[src/rtl/mem_access_pkg.sv]
// Shared encodings for the load/store sequencer: access sizes, memory op codes
// and the sequencer state machine.
package mem_access_pkg;

    localparam logic [1:0] SZ_BYTE = 2'b00;
    localparam logic [1:0] SZ_HALF = 2'b01;
    localparam logic [1:0] SZ_WORD = 2'b10;

    localparam logic [2:0] DM_WR  = 3'b000;
    localparam logic [2:0] DM_ADD = 3'b001;
    localparam logic [2:0] DM_SUB = 3'b010;
    localparam logic [2:0] DM_AND = 3'b011;
    localparam logic [2:0] DM_OR  = 3'b100;
    localparam logic [2:0] DM_XOR = 3'b101;
    localparam logic [2:0] DM_SHL = 3'b110;
    localparam logic [2:0] DM_SHR = 3'b111;

    typedef enum logic [2:0] {
        IDLE,
        READ,
        SETUP,
        PULSE,
        RESP
    } mau_state_e;

    // Size/alignment legality of a request, independent of the address range.
    function automatic logic bad_shape(input logic [1:0] size, input logic [1:0] lane,
                                       input logic amo);
        logic bad;
        bad = 1'b0;
        case (size)
            SZ_BYTE: bad = 1'b0;
            SZ_HALF: bad = lane[0];
            SZ_WORD: bad = (lane != 2'b00);
            default: bad = 1'b1;
        endcase
        if (amo && (size != SZ_WORD)) begin
            bad = 1'b1;
        end
        return bad;
    endfunction

endpackage

[src/rtl/mem_lane_align.sv]
// Little-endian lane steering: extracts and extends sub-word load data, and
// merges sub-word store data into the word read back from memory.
module mem_lane_align
    import mem_access_pkg::*;
(
    input  logic [31:0] word,
    input  logic [1:0]  lane,
    input  logic [1:0]  size,
    input  logic        uns,
    input  logic [15:0] wdata,
    output logic [31:0] load_val,
    output logic [31:0] merged
);

    logic [7:0]  byte_sel;
    logic [15:0] half_sel;

    assign byte_sel = word[{lane, 3'b000} +: 8];
    assign half_sel = word[{lane[1], 4'b0000} +: 16];

    always_comb begin
        load_val = word;
        case (size)
            SZ_BYTE: load_val = {{24{~uns & byte_sel[7]}}, byte_sel};
            SZ_HALF: load_val = {{16{~uns & half_sel[15]}}, half_sel};
            default: load_val = word;
        endcase
    end

    // Each byte lane picks the store data or keeps the old memory byte.
    generate
        for (genvar gi = 0; gi < 4; gi++) begin : g_lane
            logic sel;
            assign sel = ((size == SZ_BYTE) && (lane == 2'(gi))) ||
                         ((size == SZ_HALF) && (lane[1] == 1'(gi / 2)));
            assign merged[8*gi +: 8] = !sel ? word[8*gi +: 8] :
                                       (size == SZ_HALF) ? wdata[8*(gi % 2) +: 8] :
                                                           wdata[7:0];
        end
    endgenerate

endmodule

[src/rtl/mem_access_unit.sv]
// Load/store/AMO sequencer in front of a word-organised data memory with an
// edge-triggered write strobe. Every output except req_ready is a flop.
module mem_access_unit
    import mem_access_pkg::*;
#(
    parameter int MEM_WORDS = 1024,
    parameter int ADDR_W    = 32
) (
    input  logic              clk,
    input  logic              rst_n,
    input  logic              req_valid,
    output logic              req_ready,
    input  logic              req_we,
    input  logic [1:0]        req_size,
    input  logic              req_unsigned,
    input  logic              req_amo,
    input  logic [2:0]        req_amo_op,
    input  logic [ADDR_W-1:0] req_addr,
    input  logic [31:0]       req_wdata,
    output logic              rsp_valid,
    output logic [31:0]       rsp_rdata,
    output logic              rsp_err,
    output logic              DMWr,
    output logic [2:0]        DmControl,
    output logic [31:0]       Address,
    output logic [31:0]       DataWr,
    input  logic [31:0]       DataRd
);

    mau_state_e  state_reg, state_next;
    logic        we_reg, we_next;
    logic        amo_reg, amo_next;
    logic [2:0]  amo_op_reg, amo_op_next;
    logic [1:0]  size_reg, size_next;
    logic        uns_reg, uns_next;
    logic [1:0]  lane_reg, lane_next;
    logic [31:0] wdata_reg, wdata_next;
    logic [31:0] rd_q_reg, rd_q_next;
    logic        rsp_valid_reg, rsp_valid_next;
    logic [31:0] rsp_rdata_reg, rsp_rdata_next;
    logic        rsp_err_reg, rsp_err_next;
    logic        dmwr_reg, dmwr_next;
    logic [2:0]  dmctl_reg, dmctl_next;
    logic [31:0] address_reg, address_next;
    logic [31:0] datawr_reg, datawr_next;

    logic [ADDR_W-1:0] req_widx;
    logic              req_bad;
    logic [31:0]       load_val;
    logic [31:0]       merged;

    assign req_widx = req_addr >> 2;
    assign req_bad  = bad_shape(req_size, req_addr[1:0], req_amo) ||
                      (req_widx >= ADDR_W'(MEM_WORDS));

    mem_lane_align u_align (
        .word     (DataRd),
        .lane     (lane_reg),
        .size     (size_reg),
        .uns      (uns_reg),
        .wdata    (wdata_reg[15:0]),
        .load_val (load_val),
        .merged   (merged)
    );

    // Registered outputs are computed for the state being entered, so each
    // output value is already stable for the whole cycle of its state.
    always_comb begin
        state_next     = state_reg;
        we_next        = we_reg;
        amo_next       = amo_reg;
        amo_op_next    = amo_op_reg;
        size_next      = size_reg;
        uns_next       = uns_reg;
        lane_next      = lane_reg;
        wdata_next     = wdata_reg;
        rd_q_next      = rd_q_reg;
        rsp_valid_next = 1'b0;
        rsp_rdata_next = rsp_rdata_reg;
        rsp_err_next   = 1'b0;
        dmwr_next      = 1'b0;
        dmctl_next     = dmctl_reg;
        address_next   = address_reg;
        datawr_next    = datawr_reg;

        case (state_reg)
            IDLE: begin
                if (req_valid) begin
                    we_next      = req_we | req_amo;
                    amo_next     = req_amo;
                    amo_op_next  = req_amo_op;
                    size_next    = req_size;
                    uns_next     = req_unsigned;
                    lane_next    = req_addr[1:0];
                    wdata_next   = req_wdata;
                    address_next = 32'(req_widx);
                    if (req_bad) begin
                        state_next     = RESP;
                        rsp_valid_next = 1'b1;
                        rsp_err_next   = 1'b1;
                        rsp_rdata_next = 32'd0;
                    end else if ((req_we || req_amo) && !req_amo && (req_size == SZ_WORD)) begin
                        // Full-word store needs no read-back.
                        state_next  = SETUP;
                        datawr_next = req_wdata;
                        dmctl_next  = DM_WR;
                    end else begin
                        state_next = READ;
                    end
                end
            end
            READ: begin
                rd_q_next = DataRd;
                if (amo_reg) begin
                    state_next  = SETUP;
                    datawr_next = wdata_reg;
                    dmctl_next  = amo_op_reg;
                end else if (!we_reg) begin
                    state_next     = RESP;
                    rsp_valid_next = 1'b1;
                    rsp_rdata_next = load_val;
                end else begin
                    state_next  = SETUP;
                    datawr_next = merged;
                    dmctl_next  = DM_WR;
                end
            end
            SETUP: begin
                state_next = PULSE;
                dmwr_next  = 1'b1;
            end
            PULSE: begin
                state_next     = RESP;
                rsp_valid_next = 1'b1;
                rsp_rdata_next = amo_reg ? rd_q_reg : 32'd0;
            end
            RESP: begin
                state_next = IDLE;
            end
            default: begin
                state_next = IDLE;
            end
        endcase
    end

    always_ff @(posedge clk or negedge rst_n) begin
        if (!rst_n) begin
            state_reg     <= IDLE;
            we_reg        <= 1'b0;
            amo_reg       <= 1'b0;
            amo_op_reg    <= 3'd0;
            size_reg      <= 2'd0;
            uns_reg       <= 1'b0;
            lane_reg      <= 2'd0;
            wdata_reg     <= 32'd0;
            rd_q_reg      <= 32'd0;
            rsp_valid_reg <= 1'b0;
            rsp_rdata_reg <= 32'd0;
            rsp_err_reg   <= 1'b0;
            dmwr_reg      <= 1'b0;
            dmctl_reg     <= 3'd0;
            address_reg   <= 32'd0;
            datawr_reg    <= 32'd0;
        end else begin
            state_reg     <= state_next;
            we_reg        <= we_next;
            amo_reg       <= amo_next;
            amo_op_reg    <= amo_op_next;
            size_reg      <= size_next;
            uns_reg       <= uns_next;
            lane_reg      <= lane_next;
            wdata_reg     <= wdata_next;
            rd_q_reg      <= rd_q_next;
            rsp_valid_reg <= rsp_valid_next;
            rsp_rdata_reg <= rsp_rdata_next;
            rsp_err_reg   <= rsp_err_next;
            dmwr_reg      <= dmwr_next;
            dmctl_reg     <= dmctl_next;
            address_reg   <= address_next;
            datawr_reg    <= datawr_next;
        end
    end

    assign req_ready = (state_reg == IDLE);
    assign rsp_valid = rsp_valid_reg;
    assign rsp_rdata = rsp_rdata_reg;
    assign rsp_err   = rsp_err_reg;
    assign DMWr      = dmwr_reg;
    assign DmControl = dmctl_reg;
    assign Address   = address_reg;
    assign DataWr    = datawr_reg;

endmodule

[config.mk]
export PLATFORM = sky130hd
export DESIGN_NAME = mem_access_unit
export DESIGN_NICKNAME = d
export VERILOG_FILES = /design/src/rtl/mem_access_pkg.sv /design/src/rtl/mem_lane_align.sv /design/src/rtl/mem_access_unit.sv
export SDC_FILE = /design/constraint.sdc
export NUM_CORES = 1
export LEC_CHECK = 0
export BUFFER_PORTS_ARGS = -buffer_cell sky130_fd_sc_hd__buf_2
export CAP_MARGIN = 20
export CORE_MARGIN = 2
export CORE_UTILIZATION = 30
export CTS_BUF_LIST = sky130_fd_sc_hd__clkbuf_8
export DETAILED_ROUTE_END_ITERATION = 16
export PLACE_DENSITY_LB_ADDON = 0.25
export RECOVER_POWER = 50
export SLEW_MARGIN = 20
export SYNTH_ARGS = -nofsm -noshare
export SYNTH_HDL_FRONTEND = slang
export SYNTH_SLANG_ARGS = --single-unit
[constraint.sdc]
create_clock -name clk -period 2 [get_ports clk]
set_input_delay 0.5 -clock clk [delete_from_list [all_inputs] [get_ports clk]]
set_output_delay 0.5 -clock clk [all_outputs]
set_load 0.05 [all_outputs]
==> results.sh, run 1 <==
export IMPL_status="finished, final reports clean"
export IMPL_hold_end="amo_op_reg[0]$_DFFE_PN0P_"
export IMPL_topRoutingLayerUsed="met5"
export IMPL_crit_arrival_ns=2.30
export IMPL_nets=1156
export IMPL_viasPerCell=5.06
export IMPL_synthFlopType="dfrtp_1"
export IMPL_ys_types=50
export IMPL_grt_pass1_wl_um=43300
export IMPL_fillers=2817
export IMPL_rsz0062_at_grt="yes"
export IMPL_grt_pass1_vias=7188
export IMPL_synth_edf_count=0
export IMPL_critPathSlowestCell="or3b_4"
export IMPL_path_cells="buf_4 -> or3b_4 -> or3_1 -> a21oi_1 -> o21ai_0 -> mux2_2"
export IMPL_ys_ff_latch=177
export IMPL_cts_num_sinks=177
export IMPL_clock_path_buffers=2
export IMPL_routed_wl_um=27600
export IMPL_rows=61
export IMPL_synth_top_cell_by_area="dfrtp_1"
export IMPL_num_io_pins=210
export IMPL_fin_skew_ns=0.0135
export IMPL_post_place_ws_ns=-0.262
export IMPL_first_pass_iters=7
export IMPL_wl_per_cell_um=19.2
export IMPL_die_area_um2=29800
export IMPL_syn2layout_area_growth_pct=28.5
export IMPL_start_kind="register"
export IMPL_whs_path_depth=2
export IMPL_cts_made_buffers=17
export IMPL_slew_violations=0
export IMPL_final_cells=1438
export IMPL_ys_seq_area_share_pct=52.0
export IMPL_setup_tns_ns=0
export IMPL_synth_async_reset_ratio_pct=100
export IMPL_hold_viol=0
export IMPL_dpl_hpwl_um=19800
export IMPL_hp_class="in -> reg"
export IMPL_wl_met1_um=12400
export IMPL_end_kind="register"
export IMPL_reg2regPathDepth=6
export IMPL_crit_start="size_reg[1]$_DFFE_PN0P_"
export IMPL_min_period_over_period_pct=97.7
export IMPL_final_common_cell="buf_2"
export IMPL_mostFrequentLayoutCells="buf_2 (205), dfrtp_1 (177), nand2_1 (155), mux2_2 (88), a21oi_1 (62)"
export IMPL_criticalPathCategory="reg -> reg"
export IMPL_fmax_mhz=512
export IMPL_vias=7277
export IMPL_insertion_delay_ns=0.46
export IMPL_setup_viol=0
export IMPL_worst_path_buf_inv=1
export IMPL_port_buffers=207
export IMPL_place_inst=1405
export IMPL_avgSynthCellArea_um2=10.4
export IMPL_die_w_um=173
export IMPL_initial_core_util_pct=30.6
export IMPL_drive_gt1_share_pct=41.2
export IMPL_timing_rr_start="size_reg[1]$_DFFE_PN0P_"
export IMPL_cts_tree="yes"
export IMPL_synth_top_area_share_pct=52.0
export IMPL_reg2reg_to="DataWr[15]$_DFFE_PN0P_"
export IMPL_peakVddDrop_uv=444
export IMPL_p_leak_uw=0.00525
export IMPL_rrSetupSlack_ns=0.05
export IMPL_min_from="req_amo_op[0]"
export IMPL_timing_final_ws_setup_ns=0.0458
export IMPL_worst_path_max_fanout=8
export IMPL_grt_max_degree=61
export IMPL_synthCells=821
export IMPL_gp_congestion=0.876
export IMPL_worstMarginPinSlew_ns=0.843
export IMPL_grt_antenna_before_repair=1
export IMPL_synth_area_um2=8520
export IMPL_drc=0
export IMPL_htree_levels=4
export IMPL_slew_limit_headroom_pct=43.8
export IMPL_powerDensity_nw_per_um2=801
export IMPL_path_delay_family="simple AND/OR/NAND/NOR gates"
export IMPL_synth_warnings=0
export IMPL_antennaDiodeCount=0
export IMPL_cp_slowest_stage_delay_ns=0.42
export IMPL_dr_wl_met3_um=1770
export IMPL_dr_wl_met2_um=13200
export IMPL_overflow=0
export IMPL_chipHeight_um=173
export IMPL_ant_nets=0
export IMPL_min_period_ns=1.95
export IMPL_synth_area_top_cells="dfrtp_1 (52%), mux2_2 (13%), nand2_1 (6.9%), a21oi_1 (4.1%), o21ai_0 (3.1%)"
export IMPL_ctsRootBufferMaster="clkbuf_8"
export IMPL_holdWs_ns=0.260
export IMPL_clkTransAtPathRegs_ns=0.09
export IMPL_core_area_um2=27900
export IMPL_crit_required_ns=2.34
export IMPL_grt_usage_pct=18.6
export IMPL_cap_violations=0
export IMPL_initialDrtViolationCount=651
## final cells by class
cell class | instances | area (um2) | share of cell area, %
sequential | 177 | 4430 | 40.4
tap | 378 | 473 | 4.32
inverter | 6 | 26.3 | 0.240
timing repair buffer | 274 | 1670 | 15.3
clock buffer | 18 | 248 | 2.26
clock inverter | 12 | 215 | 1.97
multi-input combinational | 573 | 3890 | 35.5
## per-layer routing
metal | vias to the layer above | GRT usage, %
met5 | - | 0
met4 | 2 | 3.21
met3 | 15 | 4.38
met2 | 227 | 29.6
met1 | 3632 | 26.3
li1 | 3401 | -
## worst max path at each step
stage / endpoint / slack [ns] / cells after the start
2_1_floorplan: DataWr[0]$_DFFE_PN0P_ / -0.03 / 6
3_3_place_gp: DataWr[1]$_DFFE_PN0P_ / -0.26 / 7
3_5_place_dp: DataWr[2]$_DFFE_PN0P_ / -0.26 / 7
4_1_cts: DataWr[18]$_DFFE_PN0P_ / -0.03 / 6
5_1_grt: rsp_rdata[1]$_DFFE_PN0P_ / -0.04 / 6
6_report: DataWr[15]$_DFFE_PN0P_ / 0.05 / 6
## kinds of logic after synthesis
| family | count (synthesis) | share of synthesized area (%) |
|---|---|---|
| muxes | 109 | 14.6 |
| other | 1 | 0.0440 |
| AOI/OAI and AO/OA | 213 | 16.0 |
| and+or+nand+nor | 249 | 13.5 |
| buffers and inverters | 72 | 3.99 |
| DFF | 177 | 52.0 |
## synth_stat cells (6+ instances only)
cell type and n:
a211o_1 8, a211oi_1 9, a21o_1 9, a21oi_1 69, a222oi_1 14, a31o_2 7
and3_1 9, buf_2 20, buf_4 6, clkbuf_1 33, dfrtp_1 177, mux2_2 97
mux2i_1 8, nand2_1 156, nand3_1 27, nor2_1 19, nor4bb_1 8, o211ai_1 17
o21ai_0 53, o22ai_1 16, or3_1 8
## power breakdown
part           internal (uW)  total, uW  switching [uW]
logic                    715       1890            1180
registers               3790       3940             147
clock network           1630       2940            1310
## metrics by stage
step / power, uW / utilization [%] / area [um2]
after global placement: 5850 / 37.3 / 10400
after global routing: 9170 / 39.3 / 11000
final: 8770 / 39.3 / 11000
after detailed placement: 5870 / 37.3 / 10400
after CTS: 8850 / 39.1 / 10900
after floorplan: 5120 / - / 8590
## worst register-to-register path: stages, from the launching register on
cell,delay (ns)
dfrtp_1,0.41
buf_4,0.14
or3b_4,0.42
or3_1,0.32
a21oi_1,0.18
o21ai_0,0.12
mux2_2,0.26
## what timing repair did
item	in CTS	in global routing
resized for setup	8	21
setup endpoints to repair	15	29
buffers inserted	0	2
hold endpoints to repair	29	0
hold buffers	1	0
pin swaps	2	7
Note: power is estimated with default switching activity, not from simulation.
==> run 2, diff against run 1 <==
SETUP_SLACK_MARGIN = 0.15   (was not set)
==> run 2 against run 1 <==
Compared with the run above: highest routed layer is now met4; register-to-register slack improved by 0.03 ns; critical path depth fell by 3; largest cell class unchanged; clock skew grew 0.0041 ns; first-iteration DRC count increased by 20%; die area stayed put; cell area is 5.7% higher; combinational power increased by 12%; sequential power about the same; largest power group unchanged; via count rose by 3.7%.
==> results.sh, run 2 (same netlist as run 1, synthesis figures left out) <==
export IMPL_p_leak_uw=0.00564
export IMPL_final_common_cell="buf_2"
export IMPL_first_pass_iters=5
export IMPL_dpl_hpwl_um=19700
export IMPL_slew_limit_headroom_pct=40.0
export IMPL_post_place_ws_ns=-0.206
export IMPL_criticalPathCategory="reg -> out"
export IMPL_cp_slowest_stage_delay_ns=0.41
export IMPL_status="finished, final reports clean"
export IMPL_clkTransAtPathRegs_ns=0.10
export IMPL_timing_rr_start="state_reg[1]$_DFFE_PN0P_"
export IMPL_start_kind="register"
export IMPL_worst_path_buf_inv=2
export IMPL_crit_arrival_ns=1.44
export IMPL_min_from="req_amo_op[0]"
export IMPL_grt_pass1_vias=7072
export IMPL_path_cells="buf_6 -> nor3_4 -> buf_6"
export IMPL_die_area_um2=29800
export IMPL_gp_congestion=0.868
export IMPL_fin_skew_ns=0.0176
export IMPL_slew_violations=0
export IMPL_hold_end="amo_op_reg[0]$_DFFE_PN0P_"
export IMPL_wl_per_cell_um=20.2
export IMPL_port_buffers=207
export IMPL_rrSetupSlack_ns=0.08
export IMPL_drc=0
export IMPL_grt_max_degree=50
export IMPL_viasPerCell=5.15
export IMPL_num_io_pins=210
export IMPL_mostFrequentLayoutCells="buf_2 (205), dfrtp_1 (177), nand2_1 (155), mux2_4 (67), a21oi_1 (59)"
export IMPL_worstMarginPinSlew_ns=0.900
export IMPL_reg2reg_to="DataWr[4]$_DFFE_PN0P_"
export IMPL_initial_core_util_pct=30.6
export IMPL_syn2layout_area_growth_pct=35.9
export IMPL_overflow=0
export IMPL_path_delay_family="flip-flops"
export IMPL_place_area_um2=10500
export IMPL_whs_path_depth=2
export IMPL_ant_nets=0
export IMPL_cts_tree="yes"
export IMPL_grt_antenna_before_repair=2
export IMPL_rsz0062_at_grt="yes"
export IMPL_rows=61
export IMPL_end_kind="output pin"
export IMPL_reg2regPathDepth=5
export IMPL_cap_violations=0
export IMPL_finalInstanceArea_um2=11600
export IMPL_core_area_um2=27900
export IMPL_drive_gt1_share_pct=43.8
export IMPL_ctsRootBufferMaster="clkbuf_8"
export IMPL_cpMostUsedCell="buf_6"
export IMPL_worst_path_max_fanout=4
export IMPL_routed_wl_um=29500
export IMPL_hold_viol=0
export IMPL_grt_usage_pct=18.5
export IMPL_min_period_over_period_pct=97.0
export IMPL_powerDensity_nw_per_um2=744
export IMPL_fmax_mhz=516
export IMPL_insertion_delay_ns=0.47
export IMPL_critPathSlowestCell="dfrtp_1"
export IMPL_min_period_ns=1.94
export IMPL_cts_num_sinks=177
export IMPL_chipHeight_um=173
export IMPL_hp_class="in -> reg"
export IMPL_timing_final_ws_setup_ns=0.0603
export IMPL_htree_levels=4
export IMPL_initialDrtViolationCount=779
export IMPL_setup_viol=0
export IMPL_nets=1180
export IMPL_die_w_um=173
export IMPL_peakVddDrop_uv=344
export IMPL_grt_pass1_wl_um=42800
export IMPL_clock_path_buffers=2
export IMPL_cts_made_buffers=17
export IMPL_crit_required_ns=1.50
export IMPL_vias=7546
==> run 2: cell count changes in the layout (fill, tap and decap cells not counted), moves of 3 or more <==
cell       previous run  this run
bufinv_16             6         2
or3_4                 1         4
o21ai_1               4         7
mux2_4               12        67
mux2_2               88        33
or3_1                 7         4
o21ai_0              48        45
buf_12                8        12
a21oi_1              62        59
clkbuf_16             0         5
buf_6                 6        16
==> run 2: layer usage <==
| layer | vias up | track usage (%) | share of wire, % |
|---|---|---|---|
| li1 | 3466 | - | - |
| met1 | 3764 | 26.0 | 45 |
| met2 | 289 | 29.7 | 47 |
| met3 | 27 | 3.01 | 6.8 |
| met4 | 0 | 4.52 | 1.3 |
| met5 | - | 0 | 0 |
==> run 2: area by class of cell <==
cell class / count / area (um2)
antenna: 1 / 2.50
clock buffer: 18 / 248
clock inverter: 14 / 141
fill: 2758 / 16300
inverter: 6 / 26.3
multi-input combinational: 573 / 4180
sequential: 177 / 4430
tap: 378 / 473
timing repair buffer: 298 / 2080
==> run 2: through the flow <==
step                      setup TNS (ns)  util [%]  instances  hold slack (ns)  total power, uW
after CTS                              0      39.5       1446            0.225             8510
after global routing            -0.00937      41.6       1465            0.241             8980
after global placement            -10.49      37.5       1408            0.435             5870
after detailed placement          -10.56      37.5       1408            0.433             5880
final                                  0      41.6       1465            0.256             8610
after floorplan                   -0.547         -        822            0.204             5120
==> run 2: power by group <==
part	internal (uW)	switching (uW)	leakage, uW
sequential	3790	159	0.00214
clock	1140	1400	0.000202
combinational	872	1250	0.00330
total	5810	2800	0.00564
==> run 2: what timing repair did <==
action,in CTS,in global routing
endpoints found under the setup margin,41,93
gates cloned,0,10
hold endpoints to repair,27,0
pin swaps,5,20
hold buffers,1,0
gates resized for setup,28,91
buffers inserted,5,8
==> run 2: how the worst max path moves through the flow <==
stage                             start                     to  depth (start not counted)  slack, ns
6_report       state_reg[1]$_DFFE_PN0P_              req_ready                          3       0.06
5_1_grt        state_reg[1]$_DFFE_PN0P_              req_ready                          3     -0.009
4_1_cts        state_reg[1]$_DFFE_PN0P_              req_ready                          3       0.03
3_5_place_dp               req_addr[13]  DataWr[1]$_DFFE_PN0P_                          7      -0.21
3_3_place_gp               req_addr[13]  DataWr[2]$_DFFE_PN0P_                          7      -0.21
2_1_floorplan  state_reg[0]$_DFFE_PN0P_  DataWr[0]$_DFFE_PN0P_                          6      -0.03
==> run 2: worst register-to-register path: cells and delay by family, from the launching register on <==
| family | cells | cell delay (ns) |
|---|---|---|
| AOI/OAI and AO/OA | 1 | 0.09 |
| muxes | 1 | 0.32 |
| DFF | 1 | 0.41 |
| buffers and inverters | 1 | 0.22 |
| and+or+nand+nor | 2 | 0.76 |
